[src/rtl/uart_pkg.sv]
// Shared definitions for the UART transmit arbiter: controller state encoding
// and the width of the inter-frame gap counter.
package uart_pkg;

  typedef enum logic [2:0] {
    S_IDLE        = 3'd0,
    S_LAUNCH      = 3'd1,
    S_WAIT_ACTIVE = 3'd2,
    S_WAIT_DONE   = 3'd3,
    S_WAIT_CLEAR  = 3'd4,
    S_GAP         = 3'd5
  } state_t;

  localparam int GAP_CNT_W = 8;

endpackage

[src/rtl/uart_tx_arbiter_if.sv]
// Requester-side and transmitter-side signals of the UART transmit arbiter.
// The slave modport is the arbiter's view; master is the surrounding logic.
interface uart_tx_arbiter_if #(
  parameter int NUM_REQ = 4
);
  logic [NUM_REQ-1:0]   i_req;
  logic [8*NUM_REQ-1:0] i_req_byte;
  logic [NUM_REQ-1:0]   o_ack;
  logic [NUM_REQ-1:0]   o_done;
  logic                 o_tx_dv;
  logic [7:0]           o_tx_byte;
  logic                 i_tx_active;
  logic                 i_tx_done;
  logic                 o_busy;

  modport slave (
    input  i_req, i_req_byte, i_tx_active, i_tx_done,
    output o_ack, o_done, o_tx_dv, o_tx_byte, o_busy
  );

  modport master (
    output i_req, i_req_byte, i_tx_active, i_tx_done,
    input  o_ack, o_done, o_tx_dv, o_tx_byte, o_busy
  );
endinterface

[src/rtl/rr_arbiter.sv]
// Combinational round-robin picker: searches upward from the slot after the
// previous winner and returns the first pending request.
module rr_arbiter #(
  parameter int NUM_REQ = 4
) (
  input  logic [NUM_REQ-1:0]         i_req,
  input  logic [$clog2(NUM_REQ)-1:0] i_last,
  output logic [NUM_REQ-1:0]         o_grant,
  output logic [$clog2(NUM_REQ)-1:0] o_idx,
  output logic                       o_any
);
  localparam int IDX_W = $clog2(NUM_REQ);

  logic [IDX_W-1:0] w_cand;

  always_comb begin
    o_grant = '0;
    o_idx   = '0;
    o_any   = 1'b0;
    w_cand  = '0;
    for (int k = 1; k <= NUM_REQ; k++) begin
      w_cand = IDX_W'((int'(i_last) + k) % NUM_REQ);
      if (!o_any && i_req[w_cand]) begin
        o_any           = 1'b1;
        o_grant[w_cand] = 1'b1;
        o_idx           = w_cand;
      end
    end
  end

endmodule

[src/rtl/uart_tx_arbiter.sv]
// Shares one UART transmitter among NUM_REQ byte requesters: round-robin grant,
// single-cycle launch, frame tracking and an optional idle gap between frames.
module uart_tx_arbiter
  import uart_pkg::*;
#(
  parameter int NUM_REQ  = 4,
  parameter int GAP_CLKS = 0
) (
  input logic              i_clock,
  input logic              i_reset,
  uart_tx_arbiter_if.slave io_bus
);
  localparam int IDX_W = $clog2(NUM_REQ);
  localparam logic [GAP_CNT_W-1:0] GAP_LOAD =
    GAP_CNT_W'((GAP_CLKS > 0) ? (GAP_CLKS - 1) : 0);

  state_t                 r_state;
  logic [IDX_W-1:0]       r_last;
  logic [NUM_REQ-1:0]     r_win_oh;
  logic [NUM_REQ-1:0]     r_ack;
  logic [NUM_REQ-1:0]     r_done;
  logic                   r_tx_dv;
  logic [7:0]             r_tx_byte;
  logic [GAP_CNT_W-1:0]   r_gap_cnt;

  logic [NUM_REQ-1:0]     w_grant;
  logic [IDX_W-1:0]       w_idx;
  logic                   w_any;
  logic                   w_tx_idle;
  logic [7:0]             w_win_byte;

  rr_arbiter #(.NUM_REQ(NUM_REQ)) u_rr (
    .i_req   (io_bus.i_req),
    .i_last  (r_last),
    .o_grant (w_grant),
    .o_idx   (w_idx),
    .o_any   (w_any)
  );

  // The transmitter has no reset, so a launch also waits out any frame left over from before reset.
  assign w_tx_idle = !io_bus.i_tx_active && !io_bus.i_tx_done;

  always_comb begin
    w_win_byte = '0;
    for (int n = 0; n < NUM_REQ; n++) begin
      if (w_grant[n]) w_win_byte = io_bus.i_req_byte[8*n +: 8];
    end
  end

  always_ff @(posedge i_clock) begin
    if (i_reset) begin
      r_state   <= S_IDLE;
      r_last    <= IDX_W'(NUM_REQ - 1);
      r_win_oh  <= '0;
      r_ack     <= '0;
      r_done    <= '0;
      r_tx_dv   <= 1'b0;
      r_tx_byte <= 8'h00;
      r_gap_cnt <= '0;
    end else begin
      r_ack   <= '0;
      r_done  <= '0;
      r_tx_dv <= 1'b0;
      case (r_state)
        S_IDLE: begin
          if (w_tx_idle && w_any) begin
            r_tx_byte <= w_win_byte;
            r_last    <= w_idx;
            r_win_oh  <= w_grant;
            r_ack     <= w_grant;
            r_tx_dv   <= 1'b1;
            r_state   <= S_LAUNCH;
          end
        end
        S_LAUNCH: r_state <= S_WAIT_ACTIVE;
        S_WAIT_ACTIVE: begin
          if (io_bus.i_tx_active) r_state <= S_WAIT_DONE;
        end
        S_WAIT_DONE: begin
          if (io_bus.i_tx_done) begin
            r_done  <= r_win_oh;
            r_state <= S_WAIT_CLEAR;
          end
        end
        // Valid is ignored during the transmitter's cleanup cycle, so hold off until done drops.
        S_WAIT_CLEAR: begin
          if (!io_bus.i_tx_done) begin
            if (GAP_CLKS == 0) begin
              r_state <= S_IDLE;
            end else begin
              r_gap_cnt <= GAP_LOAD;
              r_state   <= S_GAP;
            end
          end
        end
        S_GAP: begin
          if (r_gap_cnt == '0) r_state <= S_IDLE;
          else                 r_gap_cnt <= r_gap_cnt - 1'b1;
        end
        default: r_state <= S_IDLE;
      endcase
    end
  end

  assign io_bus.o_ack     = r_ack;
  assign io_bus.o_done    = r_done;
  assign io_bus.o_tx_dv   = r_tx_dv;
  assign io_bus.o_tx_byte = r_tx_byte;
  assign io_bus.o_busy    = (r_state != S_IDLE);

endmodule
[src/flat_wrapper.sv]
// flat-port wrapper written by rule: the top's interface ports become plain ports
module uart_tx_arbiter_flat import uart_pkg::*;
#(
  parameter int NUM_REQ  = 4,
  parameter int GAP_CLKS = 0
)
  (i_clock, i_reset, io_bus_i_req, io_bus_i_req_byte, io_bus_i_tx_active, io_bus_i_tx_done, io_bus_o_ack, io_bus_o_done, io_bus_o_tx_dv, io_bus_o_tx_byte, io_bus_o_busy);
  uart_tx_arbiter_if #(.NUM_REQ(NUM_REQ)) io_bus_i ();
  input logic i_clock;
  input logic i_reset;
  input wire logic [$bits(io_bus_i.i_req)-1:0] io_bus_i_req;
  input wire logic [$bits(io_bus_i.i_req_byte)-1:0] io_bus_i_req_byte;
  input wire logic [$bits(io_bus_i.i_tx_active)-1:0] io_bus_i_tx_active;
  input wire logic [$bits(io_bus_i.i_tx_done)-1:0] io_bus_i_tx_done;
  output wire logic [$bits(io_bus_i.o_ack)-1:0] io_bus_o_ack;
  output wire logic [$bits(io_bus_i.o_done)-1:0] io_bus_o_done;
  output wire logic [$bits(io_bus_i.o_tx_dv)-1:0] io_bus_o_tx_dv;
  output wire logic [$bits(io_bus_i.o_tx_byte)-1:0] io_bus_o_tx_byte;
  output wire logic [$bits(io_bus_i.o_busy)-1:0] io_bus_o_busy;
  assign io_bus_i.i_req = io_bus_i_req;
  assign io_bus_i.i_req_byte = io_bus_i_req_byte;
  assign io_bus_i.i_tx_active = io_bus_i_tx_active;
  assign io_bus_i.i_tx_done = io_bus_i_tx_done;
  assign io_bus_o_ack = io_bus_i.o_ack;
  assign io_bus_o_done = io_bus_i.o_done;
  assign io_bus_o_tx_dv = io_bus_i.o_tx_dv;
  assign io_bus_o_tx_byte = io_bus_i.o_tx_byte;
  assign io_bus_o_busy = io_bus_i.o_busy;
  uart_tx_arbiter #(.NUM_REQ(NUM_REQ), .GAP_CLKS(GAP_CLKS)) u_core (.i_clock(i_clock), .i_reset(i_reset), .io_bus(io_bus_i));
endmodule
[config.mk]
export PLATFORM = sky130hd
export DESIGN_NAME = uart_tx_arbiter_flat
export DESIGN_NICKNAME = d
export VERILOG_FILES = /design/src/rtl/uart_pkg.sv /design/src/rtl/uart_tx_arbiter_if.sv /design/src/rtl/rr_arbiter.sv /design/src/rtl/uart_tx_arbiter.sv /design/src/flat_wrapper.sv
export SDC_FILE = /design/constraint.sdc
export NUM_CORES = 1
export LEC_CHECK = 0
export ABC_CLOCK_PERIOD_IN_PS = 7650
export CAP_MARGIN = 20
export CORE_UTILIZATION = 40
export CTS_CLUSTER_SIZE = 40
export DETAILED_ROUTE_END_ITERATION = 8
export PLACE_DENSITY_LB_ADDON = 0.05
export REMOVE_ABC_BUFFERS = 1
export SYNTH_ARGS = -nofsm -noshare
export SYNTH_HDL_FRONTEND = slang
export SYNTH_HIERARCHICAL = 1
export SYNTH_SLANG_ARGS = --single-unit
export TNS_END_PERCENT = 5
[constraint.sdc]
create_clock -name i_clock -period 7.65 [get_ports i_clock]
set_clock_uncertainty 0.15 [all_clocks]
set_input_delay 1.53 -clock i_clock [delete_from_list [all_inputs] [get_ports i_clock]]
set_output_delay 1.53 -clock i_clock [all_outputs]
set_load 0.005 [all_outputs]
==> impl_metrics.json, run 1 <==
{
  "fin_area_mm2": 0.002789,
  "clock_latency_ns": 0.29,
  "post-route-min-period_ns": 4.190,
  "setup_viol": 0,
  "clkSinkCount": 34,
  "cp.required_ns": 7.63,
  "syn-cell-area_mm2": 0.002112,
  "fill_cells": 495,
  "startpoint_type": "primary input",
  "globalplace.congestion": 0.9029,
  "synthFlopType": "dfxtp_1",
  "cpMostUsedCell": "a21oi_1",
  "cts_buffer_depth": 2,
  "die_width_um": 74.67,
  "seq_area_um2": 680.7,
  "max_stage_delay_ns": 0.67,
  "async_flop_share_pct": 0,
  "syn_avg_cell_area_um2": 7.881,
  "total_power_mw": 0.5843,
  "drive_gt1_share_pct": 6.051,
  "cts_max_level": 2,
  "first_pass_iters": 6,
  "cts_root_buf": "clkbuf_8",
  "min_path_type": "reg -> reg",
  "worstSetupPathType": "in -> reg",
  "maxSlewViolCount": 0,
  "period_share_pct": 54.77,
  "holdBufCountCts": 0,
  "synth_cells": 268,
  "grt_pass1_vias": 1740,
  "synth_cell_type_count": 49,
  "postCtsSetupBuffers": 0,
  "postCtsResizedCells": 0,
  "slew_headroom_pct": 31.79,
  "ys_ff_latch": 34,
  "crit_slowest_cell": "clkdlybuf4s50_1",
  "numCtsBuffers": 5,
  "arrival_ns": 4.17,
  "ys_seq_area_share_pct": 32.23,
  "overflow": 0,
  "drt_iter0_markers": 57,
  "crit_chain": "clkdlybuf4s50_1 -> or3b_1 -> o21ai_1 -> a21oi_1 -> o22ai_2 -> a221o_1 -> a21oi_1 -> a221oi_1 -> nor3_1",
  "grt_max_degree": 28,
  "outcome": "completed",
  "multi_input_area_mm2": 0.001249,
  "port_buffers": 57,
  "area_growth_pct": 32.05,
  "clock.fmax_mhz": 238.7,
  "initial_core_util_pct": 41.35,
  "cp_top_family": "compound AO/OA/AOI/OAI gates",
  "cp_num_buf_inv": 1,
  "synth_warnings": 6,
  "endpoint_kind": "register",
  "die_h_um": 74.67,
  "totalWireLength_mm": 5.026,
  "rsz0062_at_grt": "false",
  "dr_total_vias": 2013,
  "p_leak_nw": 1.052,
  "via_per_inst": 5.242,
  "grt_pass1_wl_mm": 7.872,
  "p_per_area_mw_per_mm2": 209.5,
  "drc": 0,
  "finalHoldViolCount": 0,
  "nets": 363,
  "rrSetupSlack_ns": 4.08,
  "fp.dieArea_mm2": 0.005575,
  "tightestPinTransition_ns": 1.020,
  "hpwl_mm": 3.627,
  "antenna_left": 0,
  "placed_cell_area_mm2": 0.002651,
  "drv_cap": 0,
  "synth_edf_count": 0,
  "core_mm2": 0.005107,
  "grt_usage_pct": 18.47,
  "antenna_found_initial": 0,
  "tns_ns": 0,
  "wl_per_cell_um": 13.09,
  "cts_tree": "yes",
  "row_count": 26,
  "vdd_ir_drop_max_v": 0.0001494,
  "io_pins": 58,
  "clkSlewWorstSetupHoldPaths_ns": 0.07,
  "worst-path-max-fanout": 18,
  "utilization_pct": 54.61,
  "antenna_cells": 0
}
## cell usage after synthesis, types with 5 or more instances
master    count  area (µm²)
a21oi_1      28       140.1
clkbuf_1     10       37.54
nor3_1       13       65.06
inv_1        16       60.06
and2_1        8       50.05
nor2_1       25       93.84
o21ai_1       5       25.02
a221oi_1      9       78.83
dfxtp_1      34       680.7
mux2i_1       5       50.05
ha_1         10       125.1
nand2_1      33       123.9
o21ai_0      12       60.06
## where the power goes
part           internal [mW]  total, mW  switching, mW
Combinational         0.0846      0.180         0.0956
Sequential             0.189      0.204         0.0149
Clock                  0.131      0.200         0.0696
Total                  0.404      0.584          0.180
## tightest hold or removal path, cell delays in order, from the launching register on
cell     delay, ns
dfxtp_1       0.31
nand2_1       0.05
a21oi_1       0.05
## placed cells by master (no fill, tap or decap), types with 2 or more instances in the layout
cell type        synthesis  final
inv_1                   16     16
ha_1                    10     10
mux2i_1                  5      5
dfxtp_1                 34     34
clkbuf_8                 0      5
a211oi_1                 3      3
a221o_1                  4      4
a31oi_1                  2      2
xnor2_1                  2      2
nand2_1                 33     33
nor3_1                  13     13
and2_1                   8      8
nor3b_1                  3      3
nor4_1                   3      3
nand2b_1                 3      3
o21bai_1                 2      2
nor2_1                  25     25
a221oi_1                 9      9
nand3_1                  2      2
o21ai_1                  5      5
clkdlybuf4s50_1          0     57
o21ai_0                 12     12
bufinv_16                0      2
a21boi_0                 2      2
nand3b_1                 4      4
a21oi_1                 28     28
## final timing paths
path,depth (start not counted),start,endpoint
setup / recovery,9,io_bus_i_req[2],u_core/io_bus.o_tx_byte[1]$_SDFFE_PP0P_
hold / removal,2,u_core/r_win_oh[1]$_SDFFE_PP0P_,u_core/r_win_oh[1]$_SDFFE_PP0P_
setup reg to reg,9,u_core/r_last[0]$_SDFFE_PP1P_,u_core/io_bus.o_tx_byte[1]$_SDFFE_PP0P_
hold reg to reg,2,u_core/r_win_oh[1]$_SDFFE_PP0P_,u_core/r_win_oh[1]$_SDFFE_PP0P_
## kinds of logic (layout without fill, tap and decap cells)
kind of cell	count (synthesis)	in the layout	synth area share [%]
buffers and inverters	36	82	8.649
and+or+nand+nor	104	104	24.17
muxes	7	7	4.502
adders and majority gates	10	10	5.924
AOI/OAI and AO/OA	75	75	23.70
xor gates and xnor gates	2	2	0.8295
DFF	34	34	32.23
## metal layers
metal  up-vias  wire (µm)  track usage [%]  part of all wire (%)
met2        30       2505            31.43                    50
met5         -          0                0                     0
li1       1030          -                -                     -
met4         0        108            7.547                   2.1
met3        10        128            4.150                   2.5
met1       943       2283            22.58                    45
## through the flow
stage	setup slack [ns]	cells	hold slack, ns
floorplan	4.177	249	0.2757
global placement	3.230	376	0.2892
detailed placement	3.193	376	0.2921
CTS	3.489	384	0.3023
global route	3.295	384	0.3319
finish	3.460	384	0.2999
## final cells by class
cell class | instances | area share [%]
Multi-Input combinational cell | 198 | 44.77
Inverter | 17 | 2.288
Timing Repair Buffer | 57 | 20.46
Sequential cell | 34 | 24.41
Clock inverter | 3 | 2.467
Tap cell | 70 | 3.140
Clock buffer | 5 | 2.467
## registers in the layout (all words and copies together), names as in the netlist
signal / count
u_core/io_bus.o_done: 4
u_core/r_last: 2
u_core/r_gap_cnt: 8
u_core/io_bus.o_tx_dv: 1
u_core/r_state: 3
u_core/io_bus.o_tx_byte: 8
u_core/io_bus.o_ack: 4
u_core/r_win_oh: 4
Power figures use the tool's default switching activity.
==> inputs of run 2 (changes only) <==
--- a/config.mk
+++ b/config.mk
@@ -5,7 +5,7 @@
 export SDC_FILE = /design/constraint.sdc
 export NUM_CORES = 1
 export LEC_CHECK = 0
-export ABC_CLOCK_PERIOD_IN_PS = 7650
+export ABC_CLOCK_PERIOD_IN_PS = 4000
 export CAP_MARGIN = 20
 export CORE_UTILIZATION = 40
 export CTS_CLUSTER_SIZE = 40
==> constraint.sdc (replaced) <==
create_clock -name i_clock -period 4 [get_ports i_clock]
set_clock_uncertainty 0.15 [all_clocks]
set_input_delay 0.8 -clock i_clock [delete_from_list [all_inputs] [get_ports i_clock]]
set_output_delay 0.8 -clock i_clock [all_outputs]
set_load 0.005 [all_outputs]
==> run 2 against run 1 <==
Effect of this change:
- count of clock-buffer cells in the layout is 1 higher
- non-clock buffer count is 4 higher
- design area is 0.45% lower
- setup slack worse by 2.8 ns
- global-route usage is 0.77 points higher
- worst hold slack better by 0.0039 ns
- combinational power is 99% higher
- final cell count is 1.0% higher
- wire length is 1.5% higher
- sequential power is 89% higher
- die area stayed put
- critical endpoint is now u_core/io_bus.o_tx_byte[6]$_SDFFE_PP0P_
- largest power group unchanged
==> impl_metrics.json, run 2 (synthesis results as in run 1) <==
{
  "min_path_type": "reg -> reg",
  "drt_iter0_markers": 72,
  "startpoint_type": "primary input",
  "die_h_um": 74.67,
  "cpMostUsedCell": "a21oi_1",
  "port_buffers": 57,
  "overflow": 0,
  "first_pass_iters": 4,
  "crit_chain": "clkdlybuf4s50_1 -> or3b_1 -> o21ai_1 -> a21oi_1 -> o22ai_2 -> a221o_1 -> a21oi_1 -> a221oi_1 -> nor3_1",
  "arrival_ns": 3.39,
  "cts_max_level": 2,
  "dr_total_vias": 1993,
  "worst-path-max-fanout": 18,
  "area_growth_pct": 31.46,
  "endpoint_kind": "register",
  "maxSlewViolCount": 0,
  "antenna_cells": 0,
  "hpwl_mm": 3.788,
  "core_mm2": 0.005107,
  "drv_cap": 0,
  "totalWireLength_mm": 5.101,
  "max_stage_delay_ns": 0.66,
  "clkSinkCount": 34,
  "fin_area_mm2": 0.002776,
  "postCtsSetupBuffers": 0,
  "globalplace.congestion": 0.9049,
  "cts_root_buf": "clkbuf_8",
  "wl_per_cell_um": 13.15,
  "placed_cell_area_mm2": 0.002681,
  "tightestPinTransition_ns": 0.6050,
  "row_count": 26,
  "fill_cells": 519,
  "antenna_left": 0,
  "crit_slowest_cell": "clkdlybuf4s50_1",
  "worstSetupPathType": "in -> reg",
  "holdBufCountCts": 0,
  "clock_latency_ns": 0.29,
  "nets": 367,
  "initial_core_util_pct": 41.35,
  "utilization_pct": 54.36,
  "rrSetupSlack_ns": 0.63,
  "final_common_cell": "clkdlybuf4s50_1",
  "io_pins": 58,
  "clock.fmax_mhz": 295.3,
  "period_share_pct": 84.66,
  "p_per_area_mw_per_mm2": 362.1,
  "cts_buffer_depth": 2,
  "p_leak_nw": 1.050,
  "fp.dieArea_mm2": 0.005575,
  "setup_viol": 0,
  "most-common-layout-cells": "clkdlybuf4s50_1 (57), dfxtp_1 (34), nand2_1 (33), a21oi_1 (28), nor2_1 (25)",
  "tns_ns": 0,
  "postCtsResizedCells": 0,
  "numCtsBuffers": 5,
  "grt_pass1_vias": 1838,
  "cts_tree": "yes",
  "grt_usage_pct": 19.24,
  "post-route-min-period_ns": 3.386,
  "drive_gt1_share_pct": 7.233,
  "cp.required_ns": 4.01,
  "finalHoldViolCount": 0,
  "post-place-ws_ns": 0.3213,
  "fin_ws_ns": 0.6136,
  "grt_pass1_wl_mm": 8.224,
  "antenna_found_initial": 0,
  "holdWs_ns": 0.3039,
  "grt_max_degree": 19,
  "via_per_inst": 5.137,
  "clkSlewWorstSetupHoldPaths_ns": 0.07,
  "die_width_um": 74.67,
  "rsz0062_at_grt": "false",
  "slew_headroom_pct": 59.58,
  "outcome": "completed",
  "vdd_ir_drop_max_v": 0.0001711,
  "drc": 0
}
run 2: cell types whose count changed in the layout (fill, tap and decap cells not counted), sizes merged:
cell / change
clkbuf: +1
bufinv: -2
clkinvlp: +1
buf: +4
run 2: layer usage:
metal / part of all wire, % / GRT usage (%) / vias to the layer above
met3: 3.0 / 4.016 / 7
met1: 46 / 23.68 / 911
met5: 0 / 0 / -
li1: - / - / 1043
met4: 1.4 / 8.176 / 0
met2: 50 / 32.63 / 32
run 2: worst max-delay path: cells and delay by family:
family          cells  cell delay (ns)
buf+inv             1             0.66
compound gates      6             1.47
simple gates        2             0.46
run 2: power by group:
group | switching [mW] | total [mW] | internal, mW
combinational | 0.190 | 0.358 | 0.168
sequential | 0.0234 | 0.385 | 0.362
clock | 0.125 | 0.263 | 0.138
run 2: worst paths after layout:
path                                        start                                       to  depth (start not counted)
hold reg to reg   u_core/r_win_oh[1]$_SDFFE_PP0P_          u_core/r_win_oh[1]$_SDFFE_PP0P_                          2
hold / removal    u_core/r_win_oh[1]$_SDFFE_PP0P_          u_core/r_win_oh[1]$_SDFFE_PP0P_                          2
setup / recovery                  io_bus_i_req[2]  u_core/io_bus.o_tx_byte[6]$_SDFFE_PP0P_                          9
setup reg to reg    u_core/r_last[1]$_SDFFE_PP1P_  u_core/io_bus.o_tx_byte[6]$_SDFFE_PP0P_                          9
run 2: cell type report:
| type | count | area, µm² | area share (%) |
|---|---|---|---|
| inverter | 17 | 63.81 | 2.298 |
| timing repair buffer | 61 | 600.6 | 21.63 |
| clock inverter | 2 | 12.51 | 0.4507 |
| sequential | 34 | 680.7 | 24.52 |
| clock buffer | 6 | 82.58 | 2.974 |
| multi-input combinational | 198 | 1249 | 44.98 |
| tap | 70 | 87.58 | 3.155 |
run 2: through the flow:
| step | std cells | power, mW |
|---|---|---|
| 6_report | 388 | 1.005 |
| 5_1_grt | 388 | 1.076 |
| 4_1_cts | 388 | 1.017 |
| 3_5_place_dp | 380 | 0.7494 |
| 3_3_place_gp | 380 | 0.7501 |
| 2_1_floorplan | 249 | 0.6070 |
==> inputs of run 3 (changes only) <==
--- a/config.mk
+++ b/config.mk
@@ -5,7 +5,7 @@
 export SDC_FILE = /design/constraint.sdc
 export NUM_CORES = 1
 export LEC_CHECK = 0
-export ABC_CLOCK_PERIOD_IN_PS = 4000
+export ABC_CLOCK_PERIOD_IN_PS = 3510
 export CAP_MARGIN = 20
 export CORE_UTILIZATION = 40
 export CTS_CLUSTER_SIZE = 40
==> constraint.sdc (replaced) <==
create_clock -name i_clock -period 3.51 [get_ports i_clock]
set_clock_uncertainty 0.15 [all_clocks]
set_input_delay 0.702 -clock i_clock [delete_from_list [all_inputs] [get_ports i_clock]]
set_output_delay 0.702 -clock i_clock [all_outputs]
set_load 0.005 [all_outputs]
==> run 3 against run 2 <==
Effect of this change:
- worst hold slack worse by 0.0011 ns
- via count increased by 1.5%
- clock power grew 38%
- final cell count up 2.6%
- wire length decreased by 3.2%
- largest power group is now combinational logic
- non-clock buffer count grew 11
==> impl_metrics.json, run 3 (synthesis results as in run 1) <==
{
  "outcome": "completed",
  "port_buffers": 57,
  "fin_ws_ns": 0.4658,
  "grt_pass1_wl_mm": 7.879,
  "drv_cap": 0,
  "arrival_ns": 3.05,
  "p_leak_nw": 1.125,
  "drt_iter0_markers": 128,
  "postCtsResizedCells": 0,
  "most-common-layout-cells": "clkdlybuf4s50_1 (57), dfxtp_1 (34), nand2_1 (33), a21oi_1 (28), nor2_1 (25)",
  "clkSlewWorstSetupHoldPaths_ns": 0.06,
  "slew_headroom_pct": 56.97,
  "drive_gt1_share_pct": 10.06,
  "row_count": 26,
  "antenna_cells": 0,
  "cts_root_buf": "clkbuf_8",
  "area_growth_pct": 37.97,
  "totalWireLength_mm": 4.937,
  "grt_usage_pct": 18.08,
  "whs_path_depth": 2,
  "clkSinkCount": 34,
  "dp_cells": 391,
  "nets": 378,
  "core_mm2": 0.005107,
  "crit_slowest_cell": "mux4_2",
  "fill_cells": 478,
  "post-place-ws_ns": 0.1632,
  "maxSlewViolCount": 0,
  "globalplace.congestion": 0.8881,
  "tightestPinTransition_ns": 0.6440,
  "p_per_area_mw_per_mm2": 429.4,
  "cts_buffer_depth": 2,
  "grt_pass1_vias": 1791,
  "period_share_pct": 86.73,
  "die_h_um": 74.67,
  "utilization_pct": 57.06,
  "reg2reg_from": "u_core/r_last[0]$_SDFFE_PP1P_",
  "endpoint_kind": "register",
  "antenna_found_initial": 0,
  "worstSetupPathType": "in -> reg",
  "vdd_ir_drop_max_v": 0.0002759,
  "startpoint_type": "primary input",
  "post-route-min-period_ns": 3.044,
  "clock.fmax_mhz": 328.5,
  "io_pins": 58,
  "min_path_type": "reg -> reg",
  "rsz0062_at_grt": "false",
  "holdBufCountCts": 0,
  "cts_tree": "yes",
  "setup_viol": 0,
  "hold_end": "u_core/r_win_oh[3]$_SDFFE_PP0P_",
  "r2r-end": "u_core/io_bus.o_tx_byte[6]$_SDFFE_PP0P_",
  "min_from": "u_core/r_win_oh[3]$_SDFFE_PP0P_",
  "worst-path-max-fanout": 18,
  "drc": 0,
  "finalHoldViolCount": 0,
  "dr_total_vias": 2022,
  "initial_core_util_pct": 41.35,
  "max_stage_delay_ns": 0.62,
  "fp.dieArea_mm2": 0.005575,
  "die_width_um": 74.67,
  "first_pass_iters": 4,
  "via_per_inst": 5.080,
  "postCtsSetupBuffers": 0,
  "numCtsBuffers": 5,
  "holdWs_ns": 0.3028,
  "rrSetupSlack_ns": 0.79,
  "cp_num_buf_inv": 2,
  "cp.required_ns": 3.52,
  "grt_max_degree": 23,
  "wl_per_cell_um": 12.40,
  "antenna_left": 0,
  "cts_max_level": 2,
  "finalNonFillerCells": 398,
  "crit_chain": "clkdlybuf4s50_1 -> mux4_2 -> nand2_1 -> o21ai_1 -> a221o_1 -> buf_12 -> a21oi_1 -> o21ai_0 -> a221oi_1 -> nor3_1",
  "overflow": 0,
  "hpwl_mm": 3.683,
  "tns_ns": 0,
  "final_common_cell": "clkdlybuf4s50_1",
  "cp_top_family": "compound AO/OA/AOI/OAI gates",
  "clock_latency_ns": 0.28,
  "reg2reg_depth": 10
}
==> run 3: per-layer routing <==
layer	part of all wire, %	GRT usage [%]	vias up
met1	46	22.47	932
met5	0	0	-
met2	50	31.73	29
li1	-	-	1056
met4	1.2	4.403	0
met3	2.9	4.016	5
==> run 3: power breakdown <==
group	leakage, nW	switching [mW]	internal (mW)
Sequential	0.276	0.0227	0.412
Combinational	0.791	0.224	0.229
Clock	0.0573	0.137	0.227
Total	1.12	0.383	0.868
==> run 3: layout make-up <==
type                    count  area (µm²)  share of cell area, %
repair buffers             72       720.7                  24.73
inverters                  17       63.81                  2.190
clock buffers               6       82.58                  2.834
multi-input cells         198        1249                  42.85
well taps                  70       87.58                  3.006
flip-flops and latches     34       680.7                  23.36
clock inverters             1       30.03                  1.030
==> run 3: worst register-to-register path: stages (launching register included) <==
cell and delay, ns:
dfxtp_1 0.34, inv_2 0.08, ha_1 0.52, mux2i_4 0.38
o21ai_1 0.11, a221o_1 0.30, buf_12 0.16, a21oi_1 0.11
o21ai_0 0.09, a221oi_1 0.28, nor3_1 0.09
==> run 3: worst max path at each step <==
stage                                        startpoint                                      end  cells after the start
after global routing                    io_bus_i_req[1]  u_core/io_bus.o_tx_byte[5]$_SDFFE_PP0P_                     10
after global placement                  io_bus_i_req[1]  u_core/io_bus.o_tx_byte[0]$_SDFFE_PP0P_                     10
after floorplan           u_core/r_last[0]$_SDFFE_PP1P_  u_core/io_bus.o_tx_byte[0]$_SDFFE_PP0P_                      9
after detailed placement                io_bus_i_req[1]  u_core/io_bus.o_tx_byte[6]$_SDFFE_PP0P_                     10
final                                   io_bus_i_req[1]  u_core/io_bus.o_tx_byte[6]$_SDFFE_PP0P_                     10
after CTS                               io_bus_i_req[1]  u_core/io_bus.o_tx_byte[6]$_SDFFE_PP0P_                     10
==> run 3: stage by stage <==
| stage | cell area (µm²) | power [mW] |
|---|---|---|
| 2_1_floorplan | 1993 | 0.6917 |
| 3_3_place_gp | 2801 | 0.8957 |
| 3_5_place_dp | 2801 | 0.8953 |
| 4_1_cts | 2914 | 1.264 |
| 5_1_grt | 2914 | 1.331 |
| 6_report | 2914 | 1.251 |
